$ cat config.mk
export PLATFORM = sky130hd
export DESIGN_NAME = mem_port_arbiter
export DESIGN_NICKNAME = d
export VERILOG_FILES = /design/src/rtl/mem_port_arbiter.sv
export SDC_FILE = /design/constraint.sdc
export NUM_CORES = 1
export LEC_CHECK = 0
export ABC_AREA = 1
export CAP_MARGIN = 40
export CORE_ASPECT_RATIO = 1.75
export CORE_UTILIZATION = 36
export DETAILED_ROUTE_END_ITERATION = 8
export GPL_TIMING_DRIVEN = 0
export PLACE_DENSITY = 0.78
export SETUP_SLACK_MARGIN = 0.2
export SLEW_MARGIN = 5
export SYNTH_ARGS = -nofsm -noshare
export SYNTH_HDL_FRONTEND = slang
export SYNTH_SLANG_ARGS = --single-unit
$ cat constraint.sdc
create_clock -name clk -period 1.49 [get_ports clk]
set_clock_uncertainty 0.1 [all_clocks]
set_input_delay 0.149 -clock clk [delete_from_list [all_inputs] [get_ports clk]]
set_output_delay 0.149 -clock clk [all_outputs]
set_load 0.02 [all_outputs]
$ cat src/rtl/mem_port_arbiter.sv
// rtl/mem_port_arbiter.sv - round-robin arbiter sharing one memory port between fetch and data requesters
//
// Flat struct layouts (MSB first):
//   read  request  [33:0] : {addr[31:0], size[1:0]}
//   read  response [32:0] : {data[31:0], done}
//   write request  [66:0] : {addr[31:0], size[1:0], data[31:0], en}
//   write response [0:0]  : {done}

module mem_port_arbiter #(
  parameter int TIMEOUT_CYCLES = 64,
  parameter int CNT_WIDTH      = 8
) (
  input  logic        clk,
  input  logic        rst_n,
  input  logic        if_rd_valid,
  input  logic [33:0] if_rd_req,
  output logic [32:0] if_rd_rsp,
  input  logic        dm_rd_valid,
  input  logic [33:0] dm_rd_req,
  output logic [32:0] dm_rd_rsp,
  input  logic [66:0] dm_wr_req,
  output logic        dm_wr_rsp,
  output logic [33:0] mem_rd_req,
  output logic        mem_rd_valid,
  input  logic [32:0] mem_rd_rsp,
  output logic [66:0] mem_wr_req,
  input  logic        mem_wr_rsp,
  output logic        timeout_err,
  output logic        busy
);

  // Watchdog fires in the TIMEOUT_CYCLES-th busy cycle: the counter holds the
  // number of busy cycles already completed, so it reads TIMEOUT_CYCLES-1 then.
  localparam logic                 WD_EN   = (TIMEOUT_CYCLES > 0);
  localparam logic [CNT_WIDTH-1:0] TO_LAST = (TIMEOUT_CYCLES > 0) ?
                                             CNT_WIDTH'(TIMEOUT_CYCLES - 1) : '0;

  // Response returned to the granted requester when the watchdog aborts.
  localparam logic [32:0] RD_RSP_ABORT = 33'h1;

  typedef enum logic [1:0] {
    IDLE  = 2'd0,
    IF_RD = 2'd1,
    DM_RD = 2'd2,
    DM_WR = 2'd3
  } state_t;

  state_t state;
  state_t state_next;

  // last_grant_data = 1 means the data requester won the previous arbitration.
  logic                 last_grant_data;
  logic [33:0]          rd_req_q;
  logic [66:0]          wr_req_q;
  logic [CNT_WIDTH-1:0] cnt;
  logic                 err_q;

  logic dm_wr_en;
  logic data_pend;
  logic pick_if;
  logic pick_dm;
  logic mem_rd_done;
  logic timeout_hit;
  logic abort;

  assign dm_wr_en    = dm_wr_req[0];
  assign data_pend   = dm_wr_en | dm_rd_valid;
  assign mem_rd_done = mem_rd_rsp[0];

  // Round-robin: fetch wins alone, or on a tie when data had the last grant.
  assign pick_if = if_rd_valid & (~data_pend | last_grant_data);
  assign pick_dm = data_pend & ~pick_if;

  assign timeout_hit = WD_EN & (cnt == TO_LAST);

  assign busy        = (state != IDLE);
  assign timeout_err = err_q;

  // State register; reset abandons any outstanding transaction.
  always_ff @(posedge clk or negedge rst_n) begin
    if (!rst_n) begin
      state <= IDLE;
    end else begin
      state <= state_next;
    end
  end

  // Next state, downstream request drive and response gating.
  always_comb begin
    state_next   = state;
    if_rd_rsp    = '0;
    dm_rd_rsp    = '0;
    dm_wr_rsp    = 1'b0;
    mem_rd_valid = 1'b0;
    mem_rd_req   = '0;
    mem_wr_req   = '0;
    abort        = 1'b0;
    case (state)
      IDLE: begin
        if (pick_if) begin
          state_next = IF_RD;
        end else if (pick_dm) begin
          // Write takes precedence inside the data requester; the read waits.
          state_next = dm_wr_en ? DM_WR : DM_RD;
        end
      end
      IF_RD: begin
        mem_rd_valid = 1'b1;
        mem_rd_req   = rd_req_q;
        if (mem_rd_done) begin
          if_rd_rsp  = mem_rd_rsp;
          state_next = IDLE;
        end else if (timeout_hit) begin
          if_rd_rsp  = RD_RSP_ABORT;
          abort      = 1'b1;
          state_next = IDLE;
        end
      end
      DM_RD: begin
        mem_rd_valid = 1'b1;
        mem_rd_req   = rd_req_q;
        if (mem_rd_done) begin
          dm_rd_rsp  = mem_rd_rsp;
          state_next = IDLE;
        end else if (timeout_hit) begin
          dm_rd_rsp  = RD_RSP_ABORT;
          abort      = 1'b1;
          state_next = IDLE;
        end
      end
      DM_WR: begin
        mem_wr_req = {wr_req_q[66:1], 1'b1};
        if (mem_wr_rsp) begin
          dm_wr_rsp  = 1'b1;
          state_next = IDLE;
        end else if (timeout_hit) begin
          dm_wr_rsp  = 1'b1;
          abort      = 1'b1;
          state_next = IDLE;
        end
      end
      default: begin
        state_next = IDLE;
      end
    endcase
  end

  // Capture the granted request at the grant edge and remember the winner.
  always_ff @(posedge clk or negedge rst_n) begin
    if (!rst_n) begin
      rd_req_q        <= '0;
      wr_req_q        <= '0;
      last_grant_data <= 1'b1;
    end else if (state == IDLE) begin
      if (pick_if) begin
        rd_req_q        <= if_rd_req;
        last_grant_data <= 1'b0;
      end else if (pick_dm) begin
        last_grant_data <= 1'b1;
        if (dm_wr_en) begin
          wr_req_q <= dm_wr_req;
        end else begin
          rd_req_q <= dm_rd_req;
        end
      end
    end
  end

  // Watchdog counter: held at zero while idle, counts busy cycles otherwise.
  always_ff @(posedge clk or negedge rst_n) begin
    if (!rst_n) begin
      cnt <= '0;
    end else if (state == IDLE) begin
      cnt <= '0;
    end else begin
      cnt <= cnt + CNT_WIDTH'(1);
    end
  end

  // Sticky timeout flag, cleared only by reset.
  always_ff @(posedge clk or negedge rst_n) begin
    if (!rst_n) begin
      err_q <= 1'b0;
    end else if (abort) begin
      err_q <= 1'b1;
    end
  end

endmodule

==> results of run 1 <==
==> kinds of logic (layout without fill, tap and decap cells) <==
kind of cell	Yosys count	in the layout	synth area share, %
adder cells (fa/ha/maj)	5	5	0.9796
flip-flops	112	112	43.91
AO/OA/AOI/OAI	83	83	7.054
AND/OR/NAND/NOR	472	473	30.41
buffers and inverters	273	726	17.65
==> worst min-delay path, stage by stage <==
cell and delay [ns]:
sky130_fd_sc_hd__buf_2 0.19, sky130_fd_sc_hd__nand3_1 0.11, sky130_fd_sc_hd__nand2_1 0.05, sky130_fd_sc_hd__nand2_1 0.05, sky130_fd_sc_hd__nand2_1 0.04
==> final timing paths <==
kind | slack [ns] | start | endpoint
min in group asynchronous | 0.26 | rst_n | wr_req_q[23]
max | -0.53 | state[1] | dm_rd_rsp[3]
min reg2reg | 0.38 | timeout_err | timeout_err
min | 0.19 | if_rd_valid | rd_req_q[3]
max in group asynchronous | 0.28 | rst_n | last_grant_data
max reg2reg | -0.45 | state[0] | state[1]
==> registers in the layout, summed over array words and instances, names as in the netlist <==
signal	count
cnt	8
last_grant_data	1
rd_req_q	34
state	2
timeout_err	1
wr_req_q	66
==> report_power, final <==
| group | internal [W] | switching, W | total [W] |
|---|---|---|---|
| clock | 0.00134 | 0.00120 | 0.00254 |
| sequential | 0.00440 | 0.00159 | 0.00600 |
| combinational | 0.00914 | 0.00898 | 0.0181 |
| total | 0.0149 | 0.0118 | 0.0267 |
==> metrics by stage <==
step	hold slack [ns]	setup TNS (ns)	std cells	util, %	total power (W)
6_report	0.1913	-91.39	1630	84.03	0.02666
5_1_grt	0.2057	-105.73	1630	84.03	0.02788
4_1_cts	0.1671	-81.75	1606	76.64	0.02290
3_5_place_dp	0.08460	-170.01	1519	64.90	0.01591
3_3_place_gp	0.3429	-643.74	1518	64.74	0.01567
2_1_floorplan	-0.2466	-2.890	945	-	0.01198
==> layout make-up <==
class,instances,area [µm²]
Clock buffer,10,229.0
Buffer,57,927.1
Tap cell,231,289.0
Clock inverter,6,77.57
Multi-Input combinational cell,561,4419
Fill cell,936,2788
Timing Repair Buffer,437,5047
Sequential cell,112,2806
Inverter,216,873.3
==> routing by layer <==
layer / vias up / GRT usage [%] / routed length (µm)
met5: - / 0 / 0
met3: 145 / 6.191 / 2486
met2: 459 / 57.28 / 17250
met4: 0 / 15.83 / 2273
met1: 3879 / 27.34 / 9729
li1: 3713 / - / -
==> what timing repair did <==
item	4_1_cts	5_1_grt
hold endpoints to repair	61	0
pin swaps	30	37
resized for setup	1204	271
hold buffers	1	0
setup endpoints to repair	280	286
buffers inserted	42	14
cloned	28	10
==> cell usage in the layout, fill, tap and decap left out, drive strengths merged <==
| cell type | instances |
|---|---|
| nor3 | 66 |
| a31oi | 1 |
| buf | 285 |
| a21oi | 9 |
| o21bai | 1 |
| clkinvlp | 1 |
| dfrtp | 111 |
| clkinv | 3 |
| o21ai | 70 |
| ha | 5 |
| nand2 | 357 |
| dfstp | 1 |
| a21boi | 1 |
| nor2 | 6 |
| nand3 | 40 |
| dlygate4sd3 | 1 |
| inv | 217 |
| nor3b | 1 |
| nand4 | 2 |
| clkdlybuf4s15 | 2 |
| o21a | 1 |
| dlygate4sd2 | 1 |
| clkdlybuf4s50 | 169 |
| clkbuf | 46 |
| bufinv | 1 |
| nand3b | 1 |
==> impl_results.html, run 1 <==
<table>
<tr><th>Metric</th><th>Value</th></tr>
<tr><th colspan="2">Synthesis</th></tr>
<tr><td>Netlist area before placement</td><td>approximately 6400 µm²</td></tr>
<tr><td>Post-synthesis sequential element count</td><td>112</td></tr>
<tr><td>Post-Syn Area per Cell</td><td>6.758 µm²</td></tr>
<tr><td>Portion of the post-synthesis area used by sequential elements</td><td>43.91%</td></tr>
<tr><td>Top post-synthesis cells by count</td><td>352 x sky130_fd_sc_hd__nand2_1, 215 x sky130_fd_sc_hd__inv_1, 111 x sky130_fd_sc_hd__dfrtp_1</td></tr>
<tr><td>Fraction of synthesized cell area taken by the top area cell type</td><td>between 40% and 50%</td></tr>
<tr><td>Largest cells by area after synthesis</td><td>sky130_fd_sc_hd__dfrtp_1 43%, sky130_fd_sc_hd__nand2_1 21%, sky130_fd_sc_hd__inv_1 13%</td></tr>
<tr><td>Number of synthesized flops with an enable pin</td><td>0</td></tr>
<tr><td>Number of distinct library cell variants in the gate-level netlist after synthesis</td><td>29</td></tr>
<tr><td>Number of warning messages in the yosys log</td><td>0</td></tr>
<tr><td>Gate Count Post-Synth</td><td>~950</td></tr>
<tr><td>Biggest area consumer among synthesized cells</td><td>sky130_fd_sc_hd__dfrtp_1</td></tr>
<tr><td>Most frequently used flop master after synthesis</td><td>sky130_fd_sc_hd__dfrtp_1</td></tr>
<tr><td>Async SR Flop Fraction</td><td>100.0%</td></tr>
<tr><td>Net count of the mapped netlist</td><td>1,123</td></tr>
<tr><td>Count leader, synth</td><td>sky130_fd_sc_hd__nand2_1</td></tr>
<tr><th colspan="2">Layout</th></tr>
<tr><td>Diode count</td><td>0</td></tr>
<tr><td>Area overhead of the layout relative to synthesis</td><td>129.7%</td></tr>
<tr><td>Ratio of cells with drive above 1 in the final layout</td><td>55.25%</td></tr>
<tr><td>Number of nets at the end of the flow</td><td>roughly 1,600</td></tr>
<tr><td>Final design area excluding fillers</td><td>14,670 µm²</td></tr>
<tr><th colspan="2">Placed design</th></tr>
<tr><td>Standard cell area after detailed placement</td><td>11,330 µm²</td></tr>
<tr><td>Hpwl dp</td><td>17,990 µm</td></tr>
<tr><td>Placer congestion estimate</td><td>0.8270</td></tr>
<tr><td>Pre-CTS WS</td><td>-1.114 ns</td></tr>
<tr><td>IO Port Bufs</td><td>342</td></tr>
<tr><th colspan="2">Floorplan</th></tr>
<tr><td>Die width</td><td>102.7 µm</td></tr>
<tr><td>I/O pin cnt</td><td>344</td></tr>
<tr><td>Number of rows created at floorplan</td><td>64</td></tr>
<tr><td>Starting Density</td><td>around 37%</td></tr>
<tr><td>DIE AREA</td><td>18,300 µm²</td></tr>
<tr><td>Vert. Die Dim</td><td>178.2 µm</td></tr>
<tr><td>Core area</td><td>17,460 µm²</td></tr>
<tr><th colspan="2">Pwr</th></tr>
<tr><td>Cell leakage power</td><td>7.932 nW</td></tr>
<tr><td>Worst vdd rail ir drop</td><td>0.001209 V</td></tr>
<tr><td>Power density cells</td><td>around 1800 nW/µm²</td></tr>
<tr><th colspan="2">Worst hold path</th></tr>
<tr><td>Classification of the worst-slack hold path</td><td>in2reg</td></tr>
<tr><td>Cell depth of the worst min-delay path</td><td>5</td></tr>
<tr><th colspan="2">Global route</th></tr>
<tr><td>Initial antenna violation count</td><td>0</td></tr>
<tr><td>Aggregate global routing overflow</td><td>0</td></tr>
<tr><td>Maximum number of pins on one net before global-route repair</td><td>63</td></tr>
<tr><td>First-pass GRT wire length</td><td>between 40,000 and 50,000 µm</td></tr>
<tr><td>Gr usage total</td><td>between 20% and 30%</td></tr>
<tr><td>Via count of the first global-routing pass</td><td>between 8,000 and 9,000</td></tr>
<tr><th colspan="2">Setup path</th></tr>
<tr><td>Data arrival time of the critical path</td><td>approximately 1.8 ns</td></tr>
<tr><td>Number of buffer and inverter instances along the worst setup path</td><td>4</td></tr>
<tr><td>Required time reported for the critical path endpoint</td><td>1.24 ns</td></tr>
<tr><td>CP Class</td><td>reg2out</td></tr>
<tr><td>CP Max Fanout</td><td>8</td></tr>
<tr><td>Critical path depth</td><td>6</td></tr>
<tr><td>Cell-by-cell trace of the critical path</td><td>buf_4 &gt; ha_2 &gt; inv_8 &gt; buf_12 &gt; nor3_4 &gt; buf_6</td></tr>
<tr><td>Cell family with most CP delay</td><td>buffers and inverters</td></tr>
<tr><td>Number of cells traversed by the worst register-to-register path</td><td>12</td></tr>
<tr><td>Launching element type of the critical path</td><td>register</td></tr>
<tr><td>Kind of end point of the critical path</td><td>output port</td></tr>
<tr><td>Slowest-stage cell, CP</td><td>sky130_fd_sc_hd__dfrtp_2</td></tr>
<tr><td>Maximum single-stage delay on the critical path</td><td>0.44 ns</td></tr>
<tr><th colspan="2">Clock tree</th></tr>
<tr><td>TritonCTS sink count</td><td>approximately 110</td></tr>
<tr><td># H-tree levels</td><td>3</td></tr>
<tr><td>Clock buffer count from CTS</td><td>9</td></tr>
<tr><td>CTS tree</td><td>yes</td></tr>
<tr><td>CTS Root Buffer Type</td><td>sky130_fd_sc_hd__clkbuf_16</td></tr>
<tr><td>Clock input transition at the sequential cells of the worst setup and hold paths</td><td>approximately 0.080 ns</td></tr>
<tr><td>Worst-Skew Late Latency</td><td>0.35 ns</td></tr>
<tr><td>Longest Clk Path Bufs</td><td>2</td></tr>
<tr><th colspan="2">Route</th></tr>
<tr><td>Remaining antenna violation count after routing</td><td>0</td></tr>
<tr><td>Final routed wire length divided by cell count</td><td>19.47 µm</td></tr>
<tr><td>Pre-antenna DRT Iters</td><td>5</td></tr>
<tr><td>Final routed wirelength across all metal layers</td><td>31,740 µm</td></tr>
<tr><td>Via density</td><td>5.028</td></tr>
<tr><td>Vias</td><td>8,196</td></tr>
<tr><td>DR DRC count</td><td>0</td></tr>
<tr><td>Iteration-0 DRC count of the detailed router</td><td>330</td></tr>
<tr><th colspan="2">STA</th></tr>
<tr><td>Part of the cycle the worst path needs</td><td>135.7%</td></tr>
<tr><td>Final setup violating endpoints</td><td>277</td></tr>
<tr><td>Final critical path time including I/O delays and setup</td><td>2.021 ns</td></tr>
<tr><td>Highest clock frequency the design can meet</td><td>494.7 MHz</td></tr>
<tr><td>Setup ws final</td><td>-0.5313 ns</td></tr>
<tr><td>Max-Slew Margin vs Limit</td><td>between 50% and 60%</td></tr>
<tr><td>Unrepaired setup endpoints after global routing</td><td>yes</td></tr>
<tr><td>Total count of hold-check failures in the final report</td><td>0</td></tr>
<tr><td>Slew at the pin with the worst max-slew slack</td><td>0.6148 ns</td></tr>
<tr><td>Slew Viols, Final</td><td>0</td></tr>
<tr><th colspan="2">Run status</th></tr>
<tr><td>Run status</td><td>complete, but fails checks</td></tr>
<tr><td>Violated checks</td><td>setup timing</td></tr>
<tr><th colspan="2">Flow run</th></tr>
<tr><td>Maxcap violations</td><td>0</td></tr>
</table>
Note: power is estimated with default switching activity, not from simulation.
==> run 2, diff against run 1 <==
--- a/config.mk
+++ b/config.mk
@@ -13,6 +13,7 @@
 export GPL_TIMING_DRIVEN = 0
 export PLACE_DENSITY = 0.78
 export SETUP_SLACK_MARGIN = 0.2
+export SKIP_LAST_GASP = 1
 export SLEW_MARGIN = 5
 export SYNTH_ARGS = -nofsm -noshare
 export SYNTH_HDL_FRONTEND = slang
==> run 2 against run 1 <==
The flow still finishes with violations (setup timing). Cell count rose by 0.49%. Register-to-register slack improved by 0.12 ns. Combinational power fell by 3%. Utilization fell by 0.38 points. Global-route usage rose by 0.29 points. Flip-flop and latch count did not move. Setup slack improved by 0.014 ns. Via count fell by 0.74%. Clock-buffer cell count did not move. Largest cell class unchanged. Hold slack got worse by 0.00081 ns. Sequential share of layout area rose by 0.087 points.
==> impl_results.html, run 2 (synthesized netlist as in run 1, its figures left out) <==
<table>
<tr><th>Metric</th><th>Value</th></tr>
<tr><th colspan="2">Route</th></tr>
<tr><td>Remaining antenna violation count after routing</td><td>0 (unchanged)</td></tr>
<tr><td>Via density</td><td>4.966 (-1.2%)</td></tr>
<tr><td>M1 WL</td><td>9453 µm (-2.8%)</td></tr>
<tr><td>Pre-antenna DRT Iters</td><td>5 (unchanged)</td></tr>
<tr><td>Top metal layer carrying routed signals</td><td>met4</td></tr>
<tr><td>Vias</td><td>8,135 (-0.74%)</td></tr>
<tr><td>Final routed wire length divided by cell count</td><td>18.96 µm (-2.6%)</td></tr>
<tr><td>Routed length on met2</td><td>17,280 µm (+0.17%)</td></tr>
<tr><td>Iteration-0 DRC count of the detailed router</td><td>293 (-11%)</td></tr>
<tr><td>Final routed wirelength across all metal layers</td><td>31,060 µm (-2.2%)</td></tr>
<tr><td>Total met3 wirelength after detailed routing</td><td>2327 µm (-6.4%)</td></tr>
<tr><td>DR DRC count</td><td>0 (unchanged)</td></tr>
<tr><th colspan="2">Layout</th></tr>
<tr><td>Filler Cell Count</td><td>982 (+4.9%)</td></tr>
<tr><td>Footprint of the multi-input gates</td><td>4384 µm² (-0.79%)</td></tr>
<tr><td>Registers with the highest flip-flop counts</td><td>wr_req_q (66), rd_req_q (34), cnt (8)</td></tr>
<tr><td>Most frequent standard cell in the layout excluding fill and tap cells</td><td>sky130_fd_sc_hd__clkdlybuf4s50_1</td></tr>
<tr><td>Number of nets at the end of the flow</td><td>1,579 (+0.45%)</td></tr>
<tr><td>Area overhead of the layout relative to synthesis</td><td>128.7%</td></tr>
<tr><td>Area taken by flip-flops and latches</td><td>2806 µm² (unchanged)</td></tr>
<tr><td>Ratio of cells with drive above 1 in the final layout</td><td>55.05% (-0.20 points)</td></tr>
<tr><td>Top register by number of flip-flops</td><td>wr_req_q</td></tr>
<tr><td>Commonest cells after routing, fill and taps aside</td><td>169 x sky130_fd_sc_hd__clkdlybuf4s50_1, 158 x sky130_fd_sc_hd__buf_6, 148 x sky130_fd_sc_hd__nand2_1</td></tr>
<tr><td>Number of flip-flops in the largest register</td><td>66 (unchanged)</td></tr>
<tr><th colspan="2">Run status</th></tr>
<tr><td>Run status</td><td>complete, but fails checks</td></tr>
<tr><td>Violated checks</td><td>setup timing</td></tr>
<tr><th colspan="2">Setup path</th></tr>
<tr><td>Kind of end point of the critical path</td><td>output port</td></tr>
<tr><td>Reg-to-reg endpoint</td><td>state[1]</td></tr>
<tr><td>Crit path capture</td><td>dm_rd_rsp[3]</td></tr>
<tr><td>Launching element type of the critical path</td><td>register</td></tr>
<tr><td>Crit path from</td><td>state[0]</td></tr>
<tr><td>Required time reported for the critical path endpoint</td><td>1.24 ns (about the same)</td></tr>
<tr><td>CP Class</td><td>reg2out</td></tr>
<tr><td>Slack of the worst reg-to-reg path</td><td>-0.33 ns (+0.12 ns)</td></tr>
<tr><td>CP Max Fanout</td><td>8 (unchanged)</td></tr>
<tr><td>Data arrival time of the critical path</td><td>1.76 ns (about the same)</td></tr>
<tr><td>R2R Path Start</td><td>state[0]</td></tr>
<tr><td>Number of cells traversed by the worst register-to-register path</td><td>12 (unchanged)</td></tr>
<tr><th colspan="2">Placed design</th></tr>
<tr><td>Placer congestion estimate</td><td>0.8270 (unchanged)</td></tr>
<tr><td>Pre-CTS WS</td><td>-1.114 ns (unchanged)</td></tr>
<tr><td>Hpwl dp</td><td>17,990 µm (unchanged)</td></tr>
<tr><td>IO Port Bufs</td><td>342 (unchanged)</td></tr>
<tr><th colspan="2">Global route</th></tr>
<tr><td>Initial antenna violation count</td><td>0 (unchanged)</td></tr>
<tr><td>Via count of the first global-routing pass</td><td>8,129 (-0.14%)</td></tr>
<tr><td>Gr usage total</td><td>29.71% (+0.29 points)</td></tr>
<tr><td>First-pass GRT wire length</td><td>41,100 µm (+1.1%)</td></tr>
<tr><td>Aggregate global routing overflow</td><td>0 (unchanged)</td></tr>
<tr><td>Maximum number of pins on one net before global-route repair</td><td>63 (unchanged)</td></tr>
<tr><th colspan="2">STA</th></tr>
<tr><td>Slew at the pin with the worst max-slew slack</td><td>0.6079 ns (-0.006884 ns)</td></tr>
<tr><td>Total count of hold-check failures in the final report</td><td>0 (unchanged)</td></tr>
<tr><td>Setup ws final</td><td>-0.5174 ns (+0.01391 ns)</td></tr>
<tr><td>Final critical path time including I/O delays and setup</td><td>2.007 ns (-0.01391 ns)</td></tr>
<tr><td>Unrepaired setup endpoints after global routing</td><td>yes</td></tr>
<tr><td>Part of the cycle the worst path needs</td><td>134.7% (-0.93 points)</td></tr>
<tr><td>Slew Viols, Final</td><td>0 (unchanged)</td></tr>
<tr><td>Final setup violating endpoints</td><td>277 (unchanged)</td></tr>
<tr><td>Highest clock frequency the design can meet</td><td>498.2 MHz (+0.69%)</td></tr>
<tr><td>Max-Slew Margin vs Limit</td><td>59.47% (+0.46 points)</td></tr>
<tr><th colspan="2">Worst hold path</th></tr>
<tr><td>Classification of the worst-slack hold path</td><td>in2reg</td></tr>
<tr><th colspan="2">Floorplan</th></tr>
<tr><td>DIE AREA</td><td>18,300 µm² (unchanged)</td></tr>
<tr><td>Core area</td><td>17,460 µm² (unchanged)</td></tr>
<tr><td>Number of rows created at floorplan</td><td>64 (unchanged)</td></tr>
<tr><td>I/O pin cnt</td><td>344 (unchanged)</td></tr>
<tr><td>Starting Density</td><td>36.58% (unchanged)</td></tr>
<tr><td>Die width</td><td>102.7 µm (unchanged)</td></tr>
<tr><td>Vert. Die Dim</td><td>178.2 µm (unchanged)</td></tr>
<tr><th colspan="2">Clock tree</th></tr>
<tr><td>TritonCTS sink count</td><td>112 (unchanged)</td></tr>
<tr><td># H-tree levels</td><td>3 (unchanged)</td></tr>
<tr><td>Clock input transition at the sequential cells of the worst setup and hold paths</td><td>0.08 ns (about the same)</td></tr>
<tr><td>Clock buffer count from CTS</td><td>9 (unchanged)</td></tr>
<tr><td>CTS Root Buffer Type</td><td>sky130_fd_sc_hd__clkbuf_16</td></tr>
<tr><td>CTS tree</td><td>yes</td></tr>
<tr><td>Longest Clk Path Bufs</td><td>2 (unchanged)</td></tr>
<tr><td>Worst-Skew Late Latency</td><td>0.35 ns (about the same)</td></tr>
<tr><th colspan="2">Pwr</th></tr>
<tr><td>Total power consumption of the routed design</td><td>0.02617 W (-1.8%)</td></tr>
<tr><td>Cell leakage power</td><td>7.949 nW (+0.21%)</td></tr>
<tr><td>Worst vdd rail ir drop</td><td>0.001155 V (-4.4%)</td></tr>
<tr><td>Power density cells</td><td>1792 nW/µm² (-1.4%)</td></tr>
<tr><th colspan="2">Flow run</th></tr>
<tr><td>Maxcap violations</td><td>0 (unchanged)</td></tr>
</table>
## run 2: where the power goes
part | total, W | switching, W | internal (W)
logic | 0.0176 | 0.00874 | 0.00891
registers | 0.00599 | 0.00158 | 0.00440
clock network | 0.00254 | 0.00120 | 0.00134
## run 2: how the worst min path moves through the flow
stage / from / slack, ns / to / cells past startpoint
after floorplan: rst_n / -0.25 / cnt[0] / 0
after CTS: if_rd_valid / 0.17 / rd_req_q[3] / 5
after global placement: cnt[0] / 0.34 / cnt[0] / 1
final: if_rd_valid / 0.19 / rd_req_q[0] / 5
after global routing: if_rd_valid / 0.21 / rd_req_q[3] / 5
after detailed placement: rst_n / 0.08 / wr_req_q[23] / 1
## run 2: what timing repair did
item	in CTS	in global routing
setup buffers	42	22
hold endpoints to repair	61	0
setup endpoints to repair	280	286
resized for setup	1150	300
pin swaps	30	43
cloned	28	9
hold buffers	1	0
## run 2: routing by layer
| layer | vias up | track usage, % |
|---|---|---|
| li1 | 3725 | - |
| met1 | 3892 | 28.17 |
| met3 | 125 | 6.740 |
| met5 | - | 0 |
| met4 | 0 | 17.74 |
| met2 | 393 | 56.08 |
## run 2: cell type report
class / count / share of cell area (%)
clock buffer: 10 / 1.568
inverter: 216 / 5.998
multi-input combinational: 561 / 30.02
timing repair buffer: 444 / 34.32
clock inverter: 6 / 0.5312
antenna: 1 / 0.01714
tap: 231 / 1.979
sequential: 112 / 19.22
buffer: 57 / 6.349
## run 2: worst max-delay path: stages (launching register included)
cell and delay (ns):
sky130_fd_sc_hd__dfrtp_2 0.46, sky130_fd_sc_hd__inv_2 0.10, sky130_fd_sc_hd__ha_2 0.24, sky130_fd_sc_hd__inv_8 0.09
sky130_fd_sc_hd__buf_12 0.16, sky130_fd_sc_hd__nor3_4 0.20, sky130_fd_sc_hd__buf_6 0.16
## run 2: per-stage QoR
step                      instances  util (%)  setup TNS, ns  hold WS [ns]  area, µm²
after floorplan                 945         -         -2.890       -0.2466       7589
after global placement         1518     64.74        -643.74        0.3429      11300
after detailed placement       1519     64.90        -170.01       0.08460      11330
after CTS                      1606     75.82         -82.61        0.1671      13240
after global routing           1637     83.64        -104.18        0.2121      14600
final                          1638     83.65         -89.11        0.1905      14600
==> run 3, diff against run 2 <==
--- a/config.mk
+++ b/config.mk
@@ -6,7 +6,7 @@
 export NUM_CORES = 1
 export LEC_CHECK = 0
 export ABC_AREA = 1
-export CAP_MARGIN = 40
+export CAP_MARGIN = 20
 export CORE_ASPECT_RATIO = 1.75
 export CORE_UTILIZATION = 36
 export DETAILED_ROUTE_END_ITERATION = 8
==> run 3 against run 2 <==
The run still ends with setup timing left. First-iteration DRC count unchanged. Highest routed layer unchanged. Cell count unchanged. Critical path depth unchanged. Via count unchanged. Setup slack unchanged. Hold slack unchanged. Register-to-register slack about the same. Non-clock buffer count unchanged. Flip-flop and latch count unchanged. Design area unchanged.
==> impl_results.html, run 3 (synthesized netlist as in run 1, its figures left out) <==
<table>
<tr><th>Metric</th><th>Value</th></tr>
<tr><th colspan="2">Placed design</th></tr>
<tr><td>Placer congestion estimate</td><td>0.8270 (unchanged)</td></tr>
<tr><td>Pre-CTS WS</td><td>-1.114 ns (unchanged)</td></tr>
<tr><td>Hpwl dp</td><td>17,990 µm (unchanged)</td></tr>
<tr><td>Standard cell area after detailed placement</td><td>11,330 µm² (unchanged)</td></tr>
<tr><td>Cell Count Post-Placement</td><td>1,519 (unchanged)</td></tr>
<tr><td>IO Port Bufs</td><td>342 (unchanged)</td></tr>
<tr><th colspan="2">Clock tree</th></tr>
<tr><td>Clock input transition at the sequential cells of the worst setup and hold paths</td><td>0.08 ns (about the same)</td></tr>
<tr><td>Longest Clk Path Bufs</td><td>2 (unchanged)</td></tr>
<tr><td>CTS Root Buffer Type</td><td>sky130_fd_sc_hd__clkbuf_16</td></tr>
<tr><td>Clock buffer count from CTS</td><td>9 (unchanged)</td></tr>
<tr><td># H-tree levels</td><td>3 (unchanged)</td></tr>
<tr><td>CTS tree</td><td>yes</td></tr>
<tr><td>TritonCTS sink count</td><td>112 (unchanged)</td></tr>
<tr><td>Worst-Skew Late Latency</td><td>0.35 ns (about the same)</td></tr>
<tr><th colspan="2">Route</th></tr>
<tr><td>DR DRC count</td><td>0 (unchanged)</td></tr>
<tr><td>Iteration-0 DRC count of the detailed router</td><td>293 (unchanged)</td></tr>
<tr><td>Top metal layer carrying routed signals</td><td>met4</td></tr>
<tr><td>Final routed wirelength across all metal layers</td><td>31,060 µm (unchanged)</td></tr>
<tr><td>Routed length on met2</td><td>17,280 µm (unchanged)</td></tr>
<tr><td>Via density</td><td>4.966 (unchanged)</td></tr>
<tr><td>Final routed wire length divided by cell count</td><td>18.96 µm (unchanged)</td></tr>
<tr><td>M1 WL</td><td>9453 µm (unchanged)</td></tr>
<tr><td>Remaining antenna violation count after routing</td><td>0 (unchanged)</td></tr>
<tr><td>Total met3 wirelength after detailed routing</td><td>2327 µm (unchanged)</td></tr>
<tr><td>Pre-antenna DRT Iters</td><td>5 (unchanged)</td></tr>
<tr><td>Vias</td><td>8,135 (unchanged)</td></tr>
<tr><th colspan="2">STA</th></tr>
<tr><td>Total Negative Setup Slacks</td><td>-89.11 ns (unchanged)</td></tr>
<tr><td>Setup ws final</td><td>-0.5174 ns (unchanged)</td></tr>
<tr><td>Part of the cycle the worst path needs</td><td>134.7% (unchanged)</td></tr>
<tr><td>Unrepaired setup endpoints after global routing</td><td>yes</td></tr>
<tr><td>Final setup violating endpoints</td><td>277 (unchanged)</td></tr>
<tr><td>Slew at the pin with the worst max-slew slack</td><td>0.6079 ns (unchanged)</td></tr>
<tr><td>Highest clock frequency the design can meet</td><td>498.2 MHz (unchanged)</td></tr>
<tr><td>Max-Slew Margin vs Limit</td><td>59.47% (unchanged)</td></tr>
<tr><td>Total count of hold-check failures in the final report</td><td>0 (unchanged)</td></tr>
<tr><td>Final critical path time including I/O delays and setup</td><td>2.007 ns (unchanged)</td></tr>
<tr><td>Slew Viols, Final</td><td>0 (unchanged)</td></tr>
<tr><th colspan="2">Floorplan</th></tr>
<tr><td>Number of rows created at floorplan</td><td>64 (unchanged)</td></tr>
<tr><td>DIE AREA</td><td>18,300 µm² (unchanged)</td></tr>
<tr><td>I/O pin cnt</td><td>344 (unchanged)</td></tr>
<tr><td>Die width</td><td>102.7 µm (unchanged)</td></tr>
<tr><td>Core area</td><td>17,460 µm² (unchanged)</td></tr>
<tr><td>Starting Density</td><td>36.58% (unchanged)</td></tr>
<tr><td>Vert. Die Dim</td><td>178.2 µm (unchanged)</td></tr>
<tr><th colspan="2">Layout</th></tr>
<tr><td>Commonest cells after routing, fill and taps aside</td><td>169 x sky130_fd_sc_hd__clkdlybuf4s50_1, 158 x sky130_fd_sc_hd__buf_6, 148 x sky130_fd_sc_hd__nand2_1</td></tr>
<tr><td>Filler Cell Count</td><td>982 (unchanged)</td></tr>
<tr><td>End-of-flow core utilization</td><td>83.65% (unchanged)</td></tr>
<tr><td>Final design area excluding fillers</td><td>14,600 µm² (unchanged)</td></tr>
<tr><td>Registers with the highest flip-flop counts</td><td>wr_req_q (66), rd_req_q (34), cnt (8)</td></tr>
<tr><td>Top register by number of flip-flops</td><td>wr_req_q</td></tr>
<tr><td>Area overhead of the layout relative to synthesis</td><td>128.7% (unchanged)</td></tr>
<tr><td>Number of flip-flops in the largest register</td><td>66 (unchanged)</td></tr>
<tr><td>Number of nets at the end of the flow</td><td>1,579 (unchanged)</td></tr>
<tr><td>Finished Layout Cells</td><td>1,638 (unchanged)</td></tr>
<tr><td>Ratio of cells with drive above 1 in the final layout</td><td>55.05% (unchanged)</td></tr>
<tr><td>Most frequent standard cell in the layout excluding fill and tap cells</td><td>sky130_fd_sc_hd__clkdlybuf4s50_1</td></tr>
<tr><th colspan="2">Global route</th></tr>
<tr><td>Initial antenna violation count</td><td>0 (unchanged)</td></tr>
<tr><td>Aggregate global routing overflow</td><td>0 (unchanged)</td></tr>
<tr><td>First-pass GRT wire length</td><td>41,100 µm (unchanged)</td></tr>
<tr><td>Via count of the first global-routing pass</td><td>8,129 (unchanged)</td></tr>
<tr><td>Gr usage total</td><td>29.71% (unchanged)</td></tr>
<tr><td>Maximum number of pins on one net before global-route repair</td><td>63 (unchanged)</td></tr>
<tr><th colspan="2">Setup path</th></tr>
<tr><td>Number of cells traversed by the worst register-to-register path</td><td>12 (unchanged)</td></tr>
<tr><td>Launching element type of the critical path</td><td>register</td></tr>
<tr><td>Cell family with most CP delay</td><td>buffers and inverters</td></tr>
<tr><td>CP Class</td><td>reg2out</td></tr>
<tr><td>Kind of end point of the critical path</td><td>output port</td></tr>
<tr><td>Slowest-stage cell, CP</td><td>sky130_fd_sc_hd__dfrtp_2</td></tr>
<tr><td>Maximum single-stage delay on the critical path</td><td>0.46 ns (about the same)</td></tr>
<tr><td>Data arrival time of the critical path</td><td>1.76 ns (about the same)</td></tr>
<tr><td>Cell-by-cell trace of the critical path</td><td>inv_2 &gt; ha_2 &gt; inv_8 &gt; buf_12 &gt; nor3_4 &gt; buf_6</td></tr>
<tr><td>Critical path depth</td><td>6 (unchanged)</td></tr>
<tr><td>Required time reported for the critical path endpoint</td><td>1.24 ns (about the same)</td></tr>
<tr><td>CP Max Fanout</td><td>8 (unchanged)</td></tr>
<tr><td>Number of buffer and inverter instances along the worst setup path</td><td>4 (unchanged)</td></tr>
<tr><th colspan="2">Flow run</th></tr>
<tr><td>Maxcap violations</td><td>0 (unchanged)</td></tr>
<tr><th colspan="2">Run status</th></tr>
<tr><td>Run status</td><td>complete, but fails checks</td></tr>
<tr><td>Violated checks</td><td>setup timing</td></tr>
<tr><th colspan="2">Pwr</th></tr>
<tr><td>Cell leakage power</td><td>7.949 nW (unchanged)</td></tr>
<tr><td>Worst vdd rail ir drop</td><td>0.001155 V (unchanged)</td></tr>
<tr><td>Power density cells</td><td>1792 nW/µm² (unchanged)</td></tr>
<tr><th colspan="2">Worst hold path</th></tr>
<tr><td>Cell depth of the worst min-delay path</td><td>5 (unchanged)</td></tr>
<tr><td>Classification of the worst-slack hold path</td><td>in2reg</td></tr>
</table>
-- run 3: path summary, 6_finish.rpt --
check / start / slack (ns) / to
setup reg to reg: state[0] / -0.33 / state[1]
max in group asynchronous: rst_n / 0.29 / last_grant_data
min in group asynchronous: rst_n / 0.26 / wr_req_q[40]
hold / removal: if_rd_valid / 0.19 / rd_req_q[0]
hold reg to reg: rd_req_q[17] / 0.40 / rd_req_q[17]
setup / recovery: state[0] / -0.52 / dm_rd_rsp[3]
-- run 3: metal layers --
layer	global-route usage, %	up-vias
li1	-	3725
met5	0	-
met2	56.08	393
met4	17.74	0
met1	28.17	3892
met3	6.740	125
-- run 3: power by group --
group / total, W / leakage (nW) / switching (W) / internal (W)
registers: 0.00599 / 1.40 / 0.00158 / 0.00440
logic: 0.0176 / 6.40 / 0.00874 / 0.00891
clock network: 0.00254 / 0.147 / 0.00120 / 0.00134
-- run 3: through the flow --
| stage | hold WS [ns] | power, W |
|---|---|---|
| 2_1_floorplan | -0.2466 | 0.01198 |
| 3_3_place_gp | 0.3429 | 0.01567 |
| 3_5_place_dp | 0.08460 | 0.01591 |
| 4_1_cts | 0.1671 | 0.02267 |
| 5_1_grt | 0.2121 | 0.02737 |
| 6_report | 0.1905 | 0.02617 |
-- run 3: worst reg2reg max path, stage by stage (launching register included) --
cell                      delay, ns
sky130_fd_sc_hd__dfrtp_2       0.43
sky130_fd_sc_hd__inv_2         0.07
sky130_fd_sc_hd__ha_4          0.30
sky130_fd_sc_hd__buf_6         0.10
sky130_fd_sc_hd__buf_6         0.09
sky130_fd_sc_hd__buf_8         0.12
sky130_fd_sc_hd__buf_6         0.10
sky130_fd_sc_hd__nand2_4       0.05
sky130_fd_sc_hd__a21oi_2       0.16
sky130_fd_sc_hd__nand2_1       0.07
sky130_fd_sc_hd__nand2_1       0.05
sky130_fd_sc_hd__nand2_1       0.06
sky130_fd_sc_hd__nand2_1       0.06
-- run 3: cell type report --
cell class | instances | area [µm²] | area share (%)
well taps | 231 | 289.0 | 1.979
diodes | 1 | 2.502 | 0.01714
flip-flops and latches | 112 | 2806 | 19.22
repair buffers | 444 | 5011 | 34.32
inverters | 216 | 875.8 | 5.998
clock buffers | 10 | 229.0 | 1.568
clock inverters | 6 | 77.57 | 0.5312
multi-input cells | 561 | 4384 | 30.02
plain buffers | 57 | 927.1 | 6.349
-- run 3: repair_timing --
action	in CTS	in global routing
gates resized for setup	1150	300
cloned	28	9
hold buffers	1	0
setup buffers	42	22
pin swaps	30	43
endpoints found under the setup margin	280	286
endpoints found under the hold margin	61	0
